[src/rtl/wb_write_arbiter_pkg.sv]
// Shared types and sizing for the register-file write arbiter.
// Holds the writeback entry layout, the arbitration select and a busy-mask helper.
package wb_write_arbiter_pkg;

  localparam int unsigned Xlen      = 32;
  localparam int unsigned RegAw     = 5;
  localparam int unsigned NumRegs   = 1 << RegAw;
  localparam int unsigned FifoDepth = 4;
  localparam int unsigned CountW    = $clog2(FifoDepth) + 1;

  typedef struct packed {
    logic [RegAw-1:0] addr;
    logic [Xlen-1:0]  data;
  } wb_entry_t;

  typedef enum logic [1:0] {
    SelNone,
    SelPipe,
    SelLong
  } wb_sel_e;

  // One-hot register mask; x0 never appears in the scoreboard.
  function automatic logic [NumRegs-1:0] reg_bit(input logic [RegAw-1:0] addr);
    logic [NumRegs-1:0] mask;
    mask = '0;
    if (addr != '0) begin
      mask[addr] = 1'b1;
    end
    return mask;
  endfunction

endpackage

[src/rtl/wb_write_arbiter_if.sv]
// Bundle of result streams, long-unit handshake, RF write port and scoreboard view.
// The slave modport is the arbiter; the master modport is whoever drives the results.
interface wb_write_arbiter_if;
  import wb_write_arbiter_pkg::*;

  logic               pipe_valid;
  logic [RegAw-1:0]   pipe_addr;
  logic [Xlen-1:0]    pipe_data;
  logic               iss_valid;
  logic [RegAw-1:0]   iss_addr;
  logic               lng_valid;
  logic               lng_ready;
  logic [RegAw-1:0]   lng_addr;
  logic [Xlen-1:0]    lng_data;
  logic               reg_write;
  logic [RegAw-1:0]   wr_addr;
  logic [Xlen-1:0]    wr_data;
  logic [NumRegs-1:0] busy;
  logic [CountW-1:0]  fifo_count;

  modport slave (
    input  pipe_valid, pipe_addr, pipe_data,
    input  iss_valid, iss_addr,
    input  lng_valid, lng_addr, lng_data,
    output lng_ready,
    output reg_write, wr_addr, wr_data,
    output busy, fifo_count
  );

  modport master (
    output pipe_valid, pipe_addr, pipe_data,
    output iss_valid, iss_addr,
    output lng_valid, lng_addr, lng_data,
    input  lng_ready,
    input  reg_write, wr_addr, wr_data,
    input  busy, fifo_count
  );

endinterface

[src/rtl/wb_write_arbiter_fifo.sv]
// Synchronous FIFO of writeback entries with occupancy count.
// Push is refused when full and pop is ignored when empty, both judged on start-of-cycle state.
module wb_write_arbiter_fifo
  import wb_write_arbiter_pkg::*;
#(
  parameter int unsigned Depth = 4
) (
  input  logic                       clk_i,
  input  logic                       rst_ni,
  input  logic                       push_i,
  input  wb_entry_t                  entry_i,
  input  logic                       pop_i,
  output wb_entry_t                  entry_o,
  output logic                       full_o,
  output logic                       empty_o,
  output logic [$clog2(Depth):0]     count_o
);

  localparam int unsigned PtrW = $clog2(Depth);
  localparam int unsigned CntW = PtrW + 1;

  wb_entry_t            mem_q [Depth];
  logic [PtrW-1:0]      wr_ptr_q, wr_ptr_d;
  logic [PtrW-1:0]      rd_ptr_q, rd_ptr_d;
  logic [CntW-1:0]      count_q, count_d;
  logic                 push_ok, pop_ok;

  assign full_o  = (count_q == CntW'(Depth));
  assign empty_o = (count_q == '0);
  assign count_o = count_q;
  assign entry_o = mem_q[rd_ptr_q];

  assign push_ok = push_i && !full_o;
  assign pop_ok  = pop_i && !empty_o;

  always_comb begin
    wr_ptr_d = wr_ptr_q;
    rd_ptr_d = rd_ptr_q;
    count_d  = count_q;
    if (push_ok) begin
      wr_ptr_d = wr_ptr_q + PtrW'(1);
    end
    if (pop_ok) begin
      rd_ptr_d = rd_ptr_q + PtrW'(1);
    end
    unique case ({push_ok, pop_ok})
      2'b10:   count_d = count_q + CntW'(1);
      2'b01:   count_d = count_q - CntW'(1);
      default: count_d = count_q;
    endcase
  end

  always_ff @(posedge clk_i or negedge rst_ni) begin
    if (!rst_ni) begin
      wr_ptr_q <= '0;
      rd_ptr_q <= '0;
      count_q  <= '0;
    end else begin
      wr_ptr_q <= wr_ptr_d;
      rd_ptr_q <= rd_ptr_d;
      count_q  <= count_d;
    end
  end

  // Storage needs no reset: contents are only observed through a valid count.
  always_ff @(posedge clk_i) begin
    if (push_ok) begin
      mem_q[wr_ptr_q] <= entry_i;
    end
  end

endmodule

[src/rtl/wb_write_arbiter.sv]
// Merges in-order pipeline writeback and queued long-latency results onto the single
// register-file write port, and tracks destinations of in-flight long ops for decode stalls.
module wb_write_arbiter
  import wb_write_arbiter_pkg::*;
(
  input logic              clk_i,
  input logic              rst_ni,
  wb_write_arbiter_if.slave wb_io
);

  wb_entry_t          push_entry;
  wb_entry_t          head;
  logic               fifo_full;
  logic               fifo_empty;
  logic [CountW-1:0]  fifo_count;
  logic               push;
  logic               pop;
  logic               pipe_win;
  wb_sel_e            sel;

  logic               reg_write_q, reg_write_d;
  logic [RegAw-1:0]   wr_addr_q, wr_addr_d;
  logic [Xlen-1:0]    wr_data_q, wr_data_d;
  logic [NumRegs-1:0] busy_q, busy_d;

  // Held low during reset so nothing is handed over to a FIFO that is being cleared.
  assign wb_io.lng_ready = !fifo_full && rst_ni;

  assign push             = wb_io.lng_valid && wb_io.lng_ready;
  assign push_entry.addr  = wb_io.lng_addr;
  assign push_entry.data  = wb_io.lng_data;
  assign pipe_win         = wb_io.pipe_valid && (wb_io.pipe_addr != '0);
  assign pop              = (sel == SelLong);

  wb_write_arbiter_fifo #(
    .Depth (FifoDepth)
  ) u_fifo (
    .clk_i   (clk_i),
    .rst_ni  (rst_ni),
    .push_i  (push),
    .entry_i (push_entry),
    .pop_i   (pop),
    .entry_o (head),
    .full_o  (fifo_full),
    .empty_o (fifo_empty),
    .count_o (fifo_count)
  );

  always_comb begin
    sel = SelNone;
    if (pipe_win) begin
      sel = SelPipe;
    end else if (!fifo_empty) begin
      sel = SelLong;
    end
  end

  always_comb begin
    reg_write_d = 1'b0;
    wr_addr_d   = wr_addr_q;
    wr_data_d   = wr_data_q;
    busy_d      = busy_q;
    unique case (sel)
      SelPipe: begin
        reg_write_d = 1'b1;
        wr_addr_d   = wb_io.pipe_addr;
        wr_data_d   = wb_io.pipe_data;
      end
      SelLong: begin
        // An entry for x0 is drained without touching the write port.
        if (head.addr != '0) begin
          reg_write_d = 1'b1;
          wr_addr_d   = head.addr;
          wr_data_d   = head.data;
        end
        busy_d = busy_q & ~reg_bit(head.addr);
      end
      default: ;
    endcase
    // Applied after the clear so a same-register reissue stays pending.
    if (wb_io.iss_valid) begin
      busy_d = busy_d | reg_bit(wb_io.iss_addr);
    end
  end

  always_ff @(posedge clk_i or negedge rst_ni) begin
    if (!rst_ni) begin
      reg_write_q <= 1'b0;
      wr_addr_q   <= '0;
      wr_data_q   <= '0;
      busy_q      <= '0;
    end else begin
      reg_write_q <= reg_write_d;
      wr_addr_q   <= wr_addr_d;
      wr_data_q   <= wr_data_d;
      busy_q      <= busy_d;
    end
  end

  assign wb_io.reg_write  = reg_write_q;
  assign wb_io.wr_addr    = wr_addr_q;
  assign wb_io.wr_data    = wr_data_q;
  assign wb_io.busy       = busy_q;
  assign wb_io.fifo_count = fifo_count;

endmodule

[src/flat_wrapper.sv]
// flat-port wrapper written by rule: the top's interface ports become plain ports
module wb_write_arbiter_flat import wb_write_arbiter_pkg::*;
  (clk_i, rst_ni, wb_io_pipe_valid, wb_io_pipe_addr, wb_io_pipe_data, wb_io_iss_valid, wb_io_iss_addr, wb_io_lng_valid, wb_io_lng_addr, wb_io_lng_data, wb_io_lng_ready, wb_io_reg_write, wb_io_wr_addr, wb_io_wr_data, wb_io_busy, wb_io_fifo_count);
  wb_write_arbiter_if wb_io_i ();
  input logic clk_i;
  input logic rst_ni;
  input wire logic [$bits(wb_io_i.pipe_valid)-1:0] wb_io_pipe_valid;
  input wire logic [$bits(wb_io_i.pipe_addr)-1:0] wb_io_pipe_addr;
  input wire logic [$bits(wb_io_i.pipe_data)-1:0] wb_io_pipe_data;
  input wire logic [$bits(wb_io_i.iss_valid)-1:0] wb_io_iss_valid;
  input wire logic [$bits(wb_io_i.iss_addr)-1:0] wb_io_iss_addr;
  input wire logic [$bits(wb_io_i.lng_valid)-1:0] wb_io_lng_valid;
  input wire logic [$bits(wb_io_i.lng_addr)-1:0] wb_io_lng_addr;
  input wire logic [$bits(wb_io_i.lng_data)-1:0] wb_io_lng_data;
  output wire logic [$bits(wb_io_i.lng_ready)-1:0] wb_io_lng_ready;
  output wire logic [$bits(wb_io_i.reg_write)-1:0] wb_io_reg_write;
  output wire logic [$bits(wb_io_i.wr_addr)-1:0] wb_io_wr_addr;
  output wire logic [$bits(wb_io_i.wr_data)-1:0] wb_io_wr_data;
  output wire logic [$bits(wb_io_i.busy)-1:0] wb_io_busy;
  output wire logic [$bits(wb_io_i.fifo_count)-1:0] wb_io_fifo_count;
  assign wb_io_i.pipe_valid = wb_io_pipe_valid;
  assign wb_io_i.pipe_addr = wb_io_pipe_addr;
  assign wb_io_i.pipe_data = wb_io_pipe_data;
  assign wb_io_i.iss_valid = wb_io_iss_valid;
  assign wb_io_i.iss_addr = wb_io_iss_addr;
  assign wb_io_i.lng_valid = wb_io_lng_valid;
  assign wb_io_i.lng_addr = wb_io_lng_addr;
  assign wb_io_i.lng_data = wb_io_lng_data;
  assign wb_io_lng_ready = wb_io_i.lng_ready;
  assign wb_io_reg_write = wb_io_i.reg_write;
  assign wb_io_wr_addr = wb_io_i.wr_addr;
  assign wb_io_wr_data = wb_io_i.wr_data;
  assign wb_io_busy = wb_io_i.busy;
  assign wb_io_fifo_count = wb_io_i.fifo_count;
  wb_write_arbiter u_core (.clk_i(clk_i), .rst_ni(rst_ni), .wb_io(wb_io_i));
endmodule
[config.mk]
export PLATFORM = sky130hd
export DESIGN_NAME = wb_write_arbiter_flat
export DESIGN_NICKNAME = d
export VERILOG_FILES = /design/src/rtl/wb_write_arbiter_pkg.sv /design/src/rtl/wb_write_arbiter_if.sv /design/src/rtl/wb_write_arbiter_fifo.sv /design/src/rtl/wb_write_arbiter.sv /design/src/flat_wrapper.sv
export SDC_FILE = /design/constraint.sdc
export NUM_CORES = 1
export LEC_CHECK = 0
export CORE_MARGIN = 4
export CORE_UTILIZATION = 39
export CTS_CLUSTER_SIZE = 14
export DETAILED_ROUTE_END_ITERATION = 8
export PLACE_DENSITY = 0.72
export SYNTH_ARGS = -nofsm -noshare
export SYNTH_HDL_FRONTEND = slang
export SYNTH_SLANG_ARGS = --single-unit
[constraint.sdc]
create_clock -name clk_i -period 5.5 [get_ports clk_i]
set_input_delay 0.55 -clock clk_i [delete_from_list [all_inputs] [get_ports clk_i]]
set_output_delay 0.55 -clock clk_i [all_outputs]
set_load 0.01 [all_outputs]
==> flow_metrics.py <==
metrics = {
    "final_layout": {
        "number_of_diodes": 0,
        "fillCellCount": 2251,
        "final_area_mm2": 0.01300,
        "commonest_non_fill_non_tap_cells_in_the_layout": "156 x clkdlybuf4s50_1, 148 x edfxtp_1, 75 x dfrtp_1",
        "drive_above_1_share_pct": 22.29,
        "nNetsFinal": 918,
        "final_common_cell": "clkdlybuf4s50_1",
        "areaGrowthSynthToFinish_pct": 24.86,
        "final_cells": 1183,
    },
    "routing": {
        "num_vias": 6991,
        "drt-vias-per-instance": 5.910,
        "drt-total-wl_mm": 26.44,
        "first_iter_violations": 903,
        "drc_errors": 0,
        "drtAntennaViolNets": 0,
        "detail_route.wl_per_cell_um": 22.35,
        "firstDrtPassIters": 7,
    },
    "sta": {
        "timing.final.setup_violations": 0,
        "fin_crit_sh_pct": 61.73,
        "fmax_ghz": 0.2945,
        "max_slew_margin_pct": 23.23,
        "period_needed_ns": 3.395,
        "skew_ns": 0.008311,
        "finalHoldViolations": 0,
        "hold_ws_ns": 0.02611,
        "max_slew.worst_pin.slew_ns": 1.145,
        "number_of_pins_exceeding_their_max_slew_limit_in_the_final_report": 0,
        "final.setup.tns_ns": 0,
        "grt_setup_unrepaired": "false",
    },
    "clocking": {
        "tritoncts": "yes",
        "cts_max_level": 1,
        "post_cts_resize_count": 0,
        "hold_buffers_post_cts": 0,
        "clockBufferDepth": 3,
        "clock-root-buffer": "clkbuf_16",
        "cts-buffers-inserted": 26,
        "clock_insertion_delay_worst_skew_ns": 0.52,
        "postCtsSetupRepairBufs": 0,
        "clkTransAtPathRegs_ns": 0.06,
        "numClockSinks": 225,
    },
    "worst_hold_path": {
        "worstHoldPathType": "in -> async",
    },
    "floorplan": {
        "chip_height_um": 171.4,
        "io-pin-count": 158,
        "die_footprint_mm2": 0.02938,
        "fp-row-count": 59,
        "die_w_um": 171.4,
        "core-area_mm2": 0.02613,
        "initial_utilization_pct": 39.85,
    },
    "power_and_ir_drop": {
        "peakVddDrop_uv": 222.6,
        "total_leakage_power_nw": 4.331,
        "power_per_cell_area_mw_per_mm2": 510.3,
    },
    "yosys": {
        "syn_nets": 794,
        "synth-seq-area-share_pct": 61.18,
        "synth.largest_area_cell": "edfxtp_1",
        "syn_area_mm2": 0.01041,
        "ys_dominant_reg_cell": "edfxtp_1",
        "number_of_flip_flops_and_latches_in_the_synthesized_netlist": 225,
        "yosys-top-cells-area": "edfxtp_1 43%, dfrtp_1 19%, mux4_2 8.0%, a2111oi_2 4.0%, or3b_2 2.9%",
        "syn-mean-instance-area_um2": 14.79,
        "synth_cells": 704,
        "yosys_warnings": 0,
        "post_synth_num_cell_types": 50,
        "synth-edff-count": 148,
        "top_area_cell_type_share_of_the_netlist_area_pct": 42.68,
        "postSynth.asyncResetShare_pct": 34.22,
    },
    "global_routing": {
        "globalRoute.busiestLayer": "met2",
        "gr-total-overflow": 0,
        "grt_use_total_pct": 17.72,
        "grt_first_pass_wirelength_mm": 41.38,
        "grt.met2_usage_pct": 27.97,
        "grt_max_degree": 71,
        "grt_pass1_vias": 7177,
        "number_of_antenna_violations_at_the_first_check_in_global_routing": 1,
        "gr_util_met3_pct": 3.333,
        "met1_usage_pct": 25.57,
    },
    "setup_path": {
        "critical_path_endpoint_category": "flip-flop",
        "cp_data_required_time_ns": 5.85,
        "critPathArrivalTime_ns": 3.75,
        "timing.setup.critical_path_class": "reg -> reg",
        "worstPathMaxFanout": 46,
        "crit_path_start_kind": "flip-flop",
    },
    "status": {
        "run_status": "finished, final reports clean",
    },
    "place": {
        "buffer_ports.inserted": 157,
        "finalWeightedCongestion": 0.7833,
        "dp_cells": 1135,
        "post_dp_cell_area_mm2": 0.01217,
        "hpwl_mm": 16.17,
    },
    "flow_run": {
        "maximum_capacitance_violations": 0,
    },
}
==> report_power, final <==
group / internal, W / switching, W
Clock: 0.000993 / 0.000668
Sequential: 0.00214 / 0.000378
Combinational: 0.00116 / 0.00129
Total: 0.00430 / 0.00234
==> cells in the mapped netlist, types with 2 or more instances <==
cell	n
xnor2_1	3
nor3b_1	2
buf_6	4
nor4_2	23
buf_8	2
nor2_1	38
o21ai_0	35
o31a_1	2
inv_1	7
mux2_2	2
or3_1	2
nand2b_1	3
nor4_4	6
mux2i_1	2
a2111oi_0	4
dfrtp_1	77
buf_1	4
or3b_2	35
mux4_2	37
edfxtp_1	148
nor4_1	39
nor3_1	2
a2111oi_2	28
o41ai_1	31
and3_1	4
xor2_1	3
ha_1	5
buf_2	9
nand3b_1	5
clkbuf_1	48
nand3_1	4
o211ai_1	32
nand2_1	41
==> area by class of cell <==
class	instances	area, um2	area share, %
flip-flops and latches	225	6376	49.04
multi-input cells	404	3726	28.66
repair buffers	164	1622	12.47
clock buffers	41	757.0	5.822
well taps	335	419.2	3.224
clock inverters	7	76.32	0.5870
inverters	7	26.28	0.2021
==> cell families (layout without fill, tap and decap cells) <==
kind of cell	Yosys count	after routing	synth area share, %
and+or+nand+nor	211	211	13.97
muxes	41	41	8.410
DFF	225	225	61.18
AOI/OAI and AO/OA	140	140	11.79
adders and majority gates	6	6	0.7930
xor gates and xnor gates	6	6	0.5047
buffers and inverters	75	219	3.352
==> state kept, by name, summed over array words and instances, names as in the netlist <==
name and flops:
u_core.wb_io.wr_data 32, u_core.u_fifo.mem_q 148, u_core.wb_io.busy 32, u_core.wb_io.wr_addr 5, u_core.wb_io.reg_write 1, u_core.u_fifo.rd_ptr_q 2, u_core.u_fifo.count_o 3, u_core.u_fifo.wr_ptr_q 2
==> metrics by stage <==
| stage | power [W] | utilization (%) | setup WS (ns) |
|---|---|---|---|
| global placement | 0.004944 | 46.57 | 2.019 |
| floorplan | 0.004120 | - | 2.479 |
| global route | 0.007001 | 49.76 | 1.809 |
| finish | 0.006635 | 49.76 | 2.105 |
| CTS | 0.006679 | 49.76 | 2.066 |
| detailed placement | 0.005007 | 46.57 | 1.943 |
==> worst paths after layout <==
path | from | end | depth (start not counted) | slack [ns]
worst min-delay path | rst_ni | u_core.wb_io.busy[5] | 1 | 0.03
worst min register to register | u_core.wb_io.busy[0] | u_core.wb_io.busy[0] | 0 | 0.38
worst max-delay path | u_core.u_fifo.rd_ptr_q[1] | u_core.wb_io.wr_data[19] | 5 | 2.10
worst max register to register | u_core.u_fifo.rd_ptr_q[1] | u_core.wb_io.wr_data[19] | 5 | 2.10
min in group clk_i | u_core.wb_io.busy[0] | u_core.wb_io.busy[0] | 0 | 0.38
max in group asynchronous | rst_ni | u_core.u_fifo.rd_ptr_q[1] | 2 | 4.45
==> worst max-delay path: stages (launching register included) <==
cell and delay, ns:
dfrtp_2 1.06, mux4_4 0.93, buf_4 0.50, or3b_2 0.48, o21ai_0 0.11, a2111oi_2 0.11
==> per-layer routing <==
metal	wire (um)	vias up
met5	18	-
met4	531	2
met3	1747	41
met2	12290	289
met1	11850	3556
li1	-	3103
Note: power is estimated with default switching activity, not from simulation.
